--- src/rtl/arbiter_nx1.sv ---
// ---------------------------------------------------------------------------
// arbiter_nx1
//
// Round-robin arbiter connecting N upstream bus masters to a single slave
// (the memory controller). One access is in flight at a time. An AMO read
// locks the slave to its master so that the write half follows without
// interleaving. A timeout releases the lock if the write half never shows up.
//
// Ports
//   i_clk, i_rst        clock, synchronous active-high reset
//   i_bus_en[N]         per-master request, held until acked
//   i_wr_en[N]          per-master write (1) / read (0)
//   i_wr_data[32N]      write data, master k at [32k+31:32k]
//   i_addr[32N]         address, same packing
//   i_byte_en[4N]       byte enables, master k at [4k+3:4k]
//   i_atomic[N]         access belongs to an A-extension instruction
//   i_operation[7N]     funct7 of the atomic instruction, master k at [7k+6:7k]
//   o_ack[N]            one-hot ack towards the granted master
//   o_rd_data[32N]      slave read data broadcast to every master slot
//   i_ack, i_rd_data    slave ack and read data
//   o_id                index of the granted master
//   o_bus_en ... o_operation   slave-side request, muxed from the granted master
// ---------------------------------------------------------------------------
module arbiter_nx1 #(
    parameter int N_MASTERS    = 2,
    parameter int LOCK_TIMEOUT = 16,
    parameter int ID_W         = $clog2(N_MASTERS)
) (
    input  logic                    i_clk,
    input  logic                    i_rst,
    input  logic [N_MASTERS-1:0]    i_bus_en,
    input  logic [N_MASTERS-1:0]    i_wr_en,
    input  logic [32*N_MASTERS-1:0] i_wr_data,
    input  logic [32*N_MASTERS-1:0] i_addr,
    input  logic [4*N_MASTERS-1:0]  i_byte_en,
    input  logic [N_MASTERS-1:0]    i_atomic,
    input  logic [7*N_MASTERS-1:0]  i_operation,
    output logic [N_MASTERS-1:0]    o_ack,
    output logic [32*N_MASTERS-1:0] o_rd_data,
    input  logic                    i_ack,
    input  logic [31:0]             i_rd_data,
    output logic [ID_W-1:0]         o_id,
    output logic                    o_bus_en,
    output logic                    o_wr_en,
    output logic                    o_atomic,
    output logic [31:0]             o_wr_data,
    output logic [31:0]             o_addr,
    output logic [3:0]              o_byte_en,
    output logic [6:0]              o_operation
);

    localparam int CNT_W = $clog2(LOCK_TIMEOUT + 1);

    typedef enum logic [1:0] {
        IDLE = 2'd0,
        BUSY = 2'd1,
        LOCK = 2'd2
    } state_t;

    state_t            state, state_next;
    logic [ID_W-1:0]   grant, grant_next;
    logic [ID_W-1:0]   last, last_next;
    logic [CNT_W-1:0]  lock_cnt, lock_cnt_next;
    logic              follow_up, follow_up_next;

    logic [ID_W-1:0]   winner;
    logic [ID_W-1:0]   cand;
    logic              found;

    logic [31:0]       wr_data_arr [N_MASTERS];
    logic [31:0]       addr_arr    [N_MASTERS];
    logic [3:0]        byte_en_arr [N_MASTERS];
    logic [6:0]        op_arr      [N_MASTERS];

    logic              sel_bus_en;
    logic              sel_wr_en;
    logic              sel_atomic;
    logic [6:0]        sel_op;
    logic              amo_read;

    // Split the packed per-master buses into arrays so the granted master
    // can be selected with a plain index.
    for (genvar g = 0; g < N_MASTERS; g++) begin : g_unpack
        assign wr_data_arr[g] = i_wr_data[32*g +: 32];
        assign addr_arr[g]    = i_addr[32*g +: 32];
        assign byte_en_arr[g] = i_byte_en[4*g +: 4];
        assign op_arr[g]      = i_operation[7*g +: 7];
    end

    assign sel_bus_en = i_bus_en[grant];
    assign sel_wr_en  = i_wr_en[grant];
    assign sel_atomic = i_atomic[grant];
    assign sel_op     = op_arr[grant];

    // Every AMO except LR (00010) and SC (00011) is a read followed by a
    // write from the same hart, so only those reads take the lock.
    assign amo_read = sel_atomic && !sel_wr_en &&
                      (sel_op[6:2] != 5'b00010) && (sel_op[6:2] != 5'b00011);

    // Round-robin search starting just after the last granted master, so the
    // master served most recently has the lowest priority.
    always_comb begin
        winner = last;
        found  = 1'b0;
        cand   = '0;
        for (int i = 1; i <= N_MASTERS; i++) begin
            cand = ID_W'((int'(last) + i) % N_MASTERS);
            if (!found && i_bus_en[cand]) begin
                winner = cand;
                found  = 1'b1;
            end
        end
    end

    // Next-state logic. The follow-up access granted from LOCK is marked so
    // that its ack always returns to IDLE and a lock can never nest.
    always_comb begin
        state_next     = state;
        grant_next     = grant;
        last_next      = last;
        lock_cnt_next  = lock_cnt;
        follow_up_next = follow_up;
        case (state)
            IDLE: begin
                if (found) begin
                    grant_next     = winner;
                    last_next      = winner;
                    follow_up_next = 1'b0;
                    state_next     = BUSY;
                end
            end
            BUSY: begin
                if (i_ack) begin
                    if (amo_read && !follow_up) begin
                        state_next    = LOCK;
                        lock_cnt_next = CNT_W'(LOCK_TIMEOUT);
                    end else begin
                        state_next = IDLE;
                    end
                end else if (!sel_bus_en) begin
                    state_next = IDLE;
                end
            end
            LOCK: begin
                if (sel_bus_en) begin
                    state_next     = BUSY;
                    follow_up_next = 1'b1;
                end else if (lock_cnt == '0) begin
                    state_next = IDLE;
                end else begin
                    lock_cnt_next = lock_cnt - 1'b1;
                end
            end
            default: state_next = IDLE;
        endcase
    end

    // State register. last resets to the top index so master 0 wins the
    // first arbitration.
    always_ff @(posedge i_clk) begin
        if (i_rst) begin
            state     <= IDLE;
            grant     <= '0;
            last      <= ID_W'(N_MASTERS - 1);
            lock_cnt  <= '0;
            follow_up <= 1'b0;
        end else begin
            state     <= state_next;
            grant     <= grant_next;
            last      <= last_next;
            lock_cnt  <= lock_cnt_next;
            follow_up <= follow_up_next;
        end
    end

    // Slave-side mux and ack routing, only live while an access is in flight.
    always_comb begin
        o_ack       = '0;
        o_bus_en    = 1'b0;
        o_wr_en     = 1'b0;
        o_atomic    = 1'b0;
        o_wr_data   = '0;
        o_addr      = '0;
        o_byte_en   = '0;
        o_operation = '0;
        if (state == BUSY) begin
            o_bus_en     = sel_bus_en;
            o_wr_en      = sel_wr_en;
            o_atomic     = sel_atomic;
            o_wr_data    = wr_data_arr[grant];
            o_addr       = addr_arr[grant];
            o_byte_en    = byte_en_arr[grant];
            o_operation  = sel_op;
            o_ack[grant] = i_ack;
        end
    end

    assign o_id      = grant;
    assign o_rd_data = {N_MASTERS{i_rd_data}};

endmodule

--- config.mk ---
export PLATFORM = sky130hd
export DESIGN_NAME = arbiter_nx1
export DESIGN_NICKNAME = d
export VERILOG_FILES = /design/src/rtl/arbiter_nx1.sv
export SDC_FILE = /design/constraint.sdc
export NUM_CORES = 1
export LEC_CHECK = 0
export CAP_MARGIN = 20
export CORE_AREA = 2 2 131 133
export CTS_BUF_LIST = sky130_fd_sc_hd__clkbuf_4
export CTS_CLUSTER_DIAMETER = 30
export CTS_CLUSTER_SIZE = 8
export DETAILED_ROUTE_END_ITERATION = 7
export DIE_AREA = 0 0 133 135
export SLEW_MARGIN = 20
export SYNTH_ARGS = -nofsm -noshare
export SYNTH_HDL_FRONTEND = slang
export SYNTH_SLANG_ARGS = --single-unit
--- constraint.sdc ---
create_clock -name i_clk -period 3 [get_ports i_clk]
set_clock_uncertainty 0.2 [all_clocks]
set_input_delay 0.6 -clock i_clk [delete_from_list [all_inputs] [get_ports i_clk]]
set_output_delay 0.6 -clock i_clk [all_outputs]
set_load 0.005 [all_outputs]
# ---- Word-level counts from Yosys, hierarchy flattened
# Index checks and enable logic that the tools add are counted.
dict set report totals {
  output_inout_bits 145
  register_bits 10
  elab_cells 95
}
dict set report classes {
  reduce_logical 17
  bitwise 2
  mux 51
  add_sub_neg 3
  order_cmp 5
  n_eq_ne 12
}
# op count
set op_table {}
lappend op_table {{$mux 32} 8}
lappend op_table {{$mux 7} 4}
lappend op_table {{$mux 1} 20}
lappend op_table {{$mux 5} 4}
lappend op_table {{$mux 4} 4}
lappend op_table {{$mux 2} 7}
lappend op_table {{$ne 2x2->1 const B} 6}
lappend op_table {{$ne 5x2->1 const B} 2}
lappend op_table {{$pmux 5 s2} 1}
lappend op_table {{$logic_and 1x1->1} 6}
lappend op_table {{$lt 1x2->1 const B} 3}
lappend op_table {{$ne 3x3->1 const B} 2}
lappend op_table {{$pmux 2 s3} 1}
lappend op_table {{$reduce_and 3->1} 2}
lappend op_table {{$logic_not 5->1} 1}
lappend op_table {{$reduce_and 5->1} 1}
lappend op_table {{$sub 5x1->5 const B} 1}
lappend op_table {{$reduce_bool 2->1} 2}
lappend op_table {{$logic_not 1->1} 3}
lappend op_table {{$add 1x1->1 const B} 2}
lappend op_table {{$and 2x2->2} 1}
lappend op_table {{$eq 2x1->1 const B} 1}
lappend op_table {{$eq 2x2->1 const B} 1}
lappend op_table {{$ge 2x2->1 const B} 1}
lappend op_table {{6 further kinds} 6}

# ---- Depth between registers and ports, before layout
dict set report depth {
  depth_word 11
  mapped_depth 6
  mapped_depth_nobuf 6
}

# ---- Least setup slack after synthesis
# Ideal clock, no wire load.
dict set report synth_timing {
  path_kind {in2reg}
  startpoint {in i_wr_en[1]}
  endpoint {reg lock_cnt[1]}
  required_time_ps 2677
  setup_slack_ps 828
  arrival_time_ps 1849
  setup_ps 123
  cell_stages 4
  cell_sequence {or3b_1 -> or4_4 -> nand3_4 -> mux2_1}
}
dict set report synth_via {
  elab_chain_len 9
}
# element line_no
set synth_lines {}
lappend synth_lines {{start, declared} 32} ;# input logic [N_MASTERS-1:0] i_wr_en,
lappend synth_lines {{$mux 1 (not written as such) (2 in a row)} 91} ;# assign sel_wr_en = i_wr_en[grant];
lappend synth_lines {{$logic_not 1->1} 97} ;# assign amo_read = sel_atomic && !sel_wr_en &&
lappend synth_lines {{$logic_and 1x1->1 (2 in a row)} 97}
lappend synth_lines {{$logic_and 1x1->1} 98} ;# (sel_op[6:2] != 5'b00010) && (sel_op[6:2] != 5'b00011);
lappend synth_lines {{$logic_and 1x1->1} 134} ;# if (amo_read && !follow_up) begin
lappend synth_lines {{$ne 2x2->1 (no line)} n/a}
lappend synth_lines {{$reduce_and 5->1 (no line)} n/a}
lappend synth_lines {{end signal, assigned} 171} ;# lock_cnt <= lock_cnt_next;
lappend synth_lines {{end, declared} 63} ;# logic [CNT_W-1:0] lock_cnt, lock_cnt_next;
# Every way passes these cells. The select of a mux whose other input is x is not followed.
# A chain may end at the register's enable or synchronous reset.

# ---- Worst setup path in the final report
dict set report layout_timing {
  startpoint {in i_ack}
  endpoint {out o_ack[0]}
}
dict set report layout_via {
  elab_chain_len 2
}
# element line_no
set layout_lines {}
lappend layout_lines {{start, declared} 40} ;# input logic i_ack,
lappend layout_lines {{$and 2x2->2 (no line)} n/a}
lappend layout_lines {{$mux 2} 186} ;# if (state == BUSY) begin
lappend layout_lines {{end, declared} 38} ;# output logic [N_MASTERS-1:0] o_ack,
# Every way passes these cells.

==> out/metrics.yaml <==
firstDrtPassIters: 4
synth_area_per_cell_um2: 7.26
grt_antenna_before_repair: 0
use_met3: 0.0267
r2r_slack_ns: 0.79
die_area_um2: 18000
drtIter0Drc: 73
fin_util: 0.268
layout_min_cycle_time_ns: 2.89
postCtsSetupBuffers: 0
ff_latch_area_um2: 204
ys_seq_elements: 10
power_density_nw_per_um2: 197
slew_violations: 0
cts_tree: "yes"
end_kind: "output pin"
yosysWarnings: 0
drive_gt1_frac: 0.0256
met1_usage: 0.116
worst_skew_pair.late_latency_ns: 0.27
rows: 47
cts_root_buf: "clkbuf_4"
cp_slowest_cell: "clkdlybuf4s50_1"
viasPerCell: 3.90
nets: 662
initial_core_util: 0.134
critical_path.cell_chain: "clkdlybuf4s50_1, nor4bb_1, clkdlybuf4s50_1"
cts_num_sinks: 10
p_leak_nw: 1.53
grt_use_total: 0.103
worstMarginPinSlew_ns: 0.537
synth_top_area_cell: "mux2i_1"
dp_worst_setup_slack_ns: 0.110
hpwl_um: 8860
cts_resized: 0
crit_family: "buffers and inverters"
rr_worst_depth: 5
synth-async-reset-ratio: 0
grt_pass1_vias: 2607
cts_buffers: 3
grt_max_degree: 43
path_depth: 3
yosysMostFrequentCell: "nor2_1"
overflow: 0
synth_top_area_share: 0.355
crit_type: "input port to output pin"
die_w_um: 133
busiest_layer: "met2"
rsz0062_at_grt: "false"
antenna_cells: 0
min_period_over_period: 0.963
grt_pass1_wl_um: 14600
cap_violations: 0
cp_num_buf_inv: 2
crit_path_start: "i_ack"
worstPathMaxFanout: 3
core_area_um2: 16400
slew_headroom: 0.637
synth_flop_cell: "dfxtp_1"
crit_arrival_ns: 2.09
n_fill_cell: 1719
use_met2: 0.188
antenna_left: 0
finalSetupViolCount: 0
worstSetupEndpoint: "o_ack[0]"
r2r-start: "o_id$_SDFFE_PP0P_"
crit_top_cell: "clkdlybuf4s50_1"
hold_buffers: 0
drt_wl_total_um: 10300
synth_cells: 303
avgRoutedWirePerCell_um: 14.9
multi_input_area_um2: 1440
cts_buffer_depth: 2
critPathLaunchType: "input port"
holdCritPathClass: "register to register"
drc: 0
pin_count: 336
setup-tns-final_ns: 0
place_congestion: 0.765
synth_edf_count: 0
htree_num_levels: 1
finalWorstSetupSlack_ns: 0.112
ys_top_cells_by_count: "nor2_1 (86), mux2i_1 (78), buf_4 (64)"
cts.clk_slew.worst_paths_ns: 0.07
vias: 2682
hold_viol_final: 0
r2r_end: "lock_cnt[1]$_SDFFE_PP0P_"
synth.distinct_cells: 33
synth_area_um2: 2200
synthesis.nets: 496
cpPeakStageDelay_ns: 0.58
synthTopCellsByArea: "mux2i_1 (35%), buf_4 (22%), nor2_1 (15%)"
chipHeight_um: 135
ir_drop_uv: 80.5
status: "completed"
fmax_ghz: 0.346
yosysSeqAreaShare: 0.0910
port_buffers: 239
area_growth_pct: 100
crit_required_ns: 2.20
[placed cells by master (no fill, tap or decap), types with 2 or more instances in the layout]
| master | count |
|---|---|
| clkdlybuf4s50_1 | 239 |
| nor2_1 | 86 |
| mux2i_1 | 78 |
| dfxtp_1 | 9 |
| nand2_1 | 4 |
| nor3_1 | 4 |
| o21a_1 | 3 |
| a21oi_1 | 3 |
| clkbuf_4 | 3 |
| buf_4 | 3 |
| inv_1 | 2 |
| or4b_1 | 2 |
| nand3_1 | 2 |
| nor3b_1 | 2 |
| nand2b_1 | 2 |
| or3_1 | 2 |
| a211oi_1 | 2 |
| ha_1 | 2 |
| buf_12 | 2 |
[routing by layer]
metal  wire [µm]  part of all wire
met1        3830              0.37
met2        5050              0.49
met3        1070              0.10
met4         316             0.031
met5           0                 0
[through the flow]
| stage | instance area (µm²) | std cells | power (W) | hold WS (ns) |
|---|---|---|---|---|
| after detailed placement | 4380 | 684 | 0.000783 | 0.290 |
| after global placement | 4380 | 684 | 0.000776 | 0.268 |
| after floorplan | 2200 | 303 | 0.000428 | 0.259 |
| final | 4400 | 688 | 0.000869 | 0.306 |
| after CTS | 4400 | 688 | 0.000884 | 0.303 |
| after global routing | 4400 | 688 | 0.000931 | 0.354 |
[power breakdown]
group | switching, W | internal (W) | total [W]
Sequential | 0.0000112 | 0.000138 | 0.000149
Combinational | 0.000215 | 0.000408 | 0.000623
Clock | 0.0000486 | 0.0000482 | 0.0000968
Total | 0.000275 | 0.000594 | 0.000869
[cell type report]
| type | count | area share |
|---|---|---|
| clock buffer | 3 | 0.00511 |
| clock inverter | 1 | 0.000852 |
| inverter | 2 | 0.00170 |
| multi-input combinational | 208 | 0.326 |
| sequential | 10 | 0.0463 |
| tap | 220 | 0.0625 |
| timing repair buffer | 244 | 0.557 |
[sequential cells by signal, indices dropped and copies added (netlist names)]
register,cells
follow_up,1
last,1
lock_cnt,5
o_id,1
state,2
[cells by family after synthesis]
group                    count (synthesis)  synth area share
AO/OA/AOI/OAI                           15            0.0489
adder cells (fa/ha/maj)                  2            0.0114
buffers and inverters                   85             0.260
flip-flops                              10            0.0910
multiplexers                            79             0.360
AND/OR/NAND/NOR                        112             0.229
[how the worst min path moves through the flow]
stage / from / endpoint / slack [ns] / cells past startpoint
floorplan: last$_SDFFE_PP1P_ / last$_SDFFE_PP1P_ / 0.26 / 1
global placement: last$_SDFFE_PP1P_ / last$_SDFFE_PP1P_ / 0.27 / 1
detailed placement: last$_SDFFE_PP1P_ / last$_SDFFE_PP1P_ / 0.29 / 1
CTS: last$_SDFFE_PP1P_ / last$_SDFFE_PP1P_ / 0.30 / 1
global route: last$_SDFFE_PP1P_ / last$_SDFFE_PP1P_ / 0.35 / 1
finish: last$_SDFFE_PP1P_ / last$_SDFFE_PP1P_ / 0.31 / 1
Note: power is estimated with default switching activity, not from simulation.
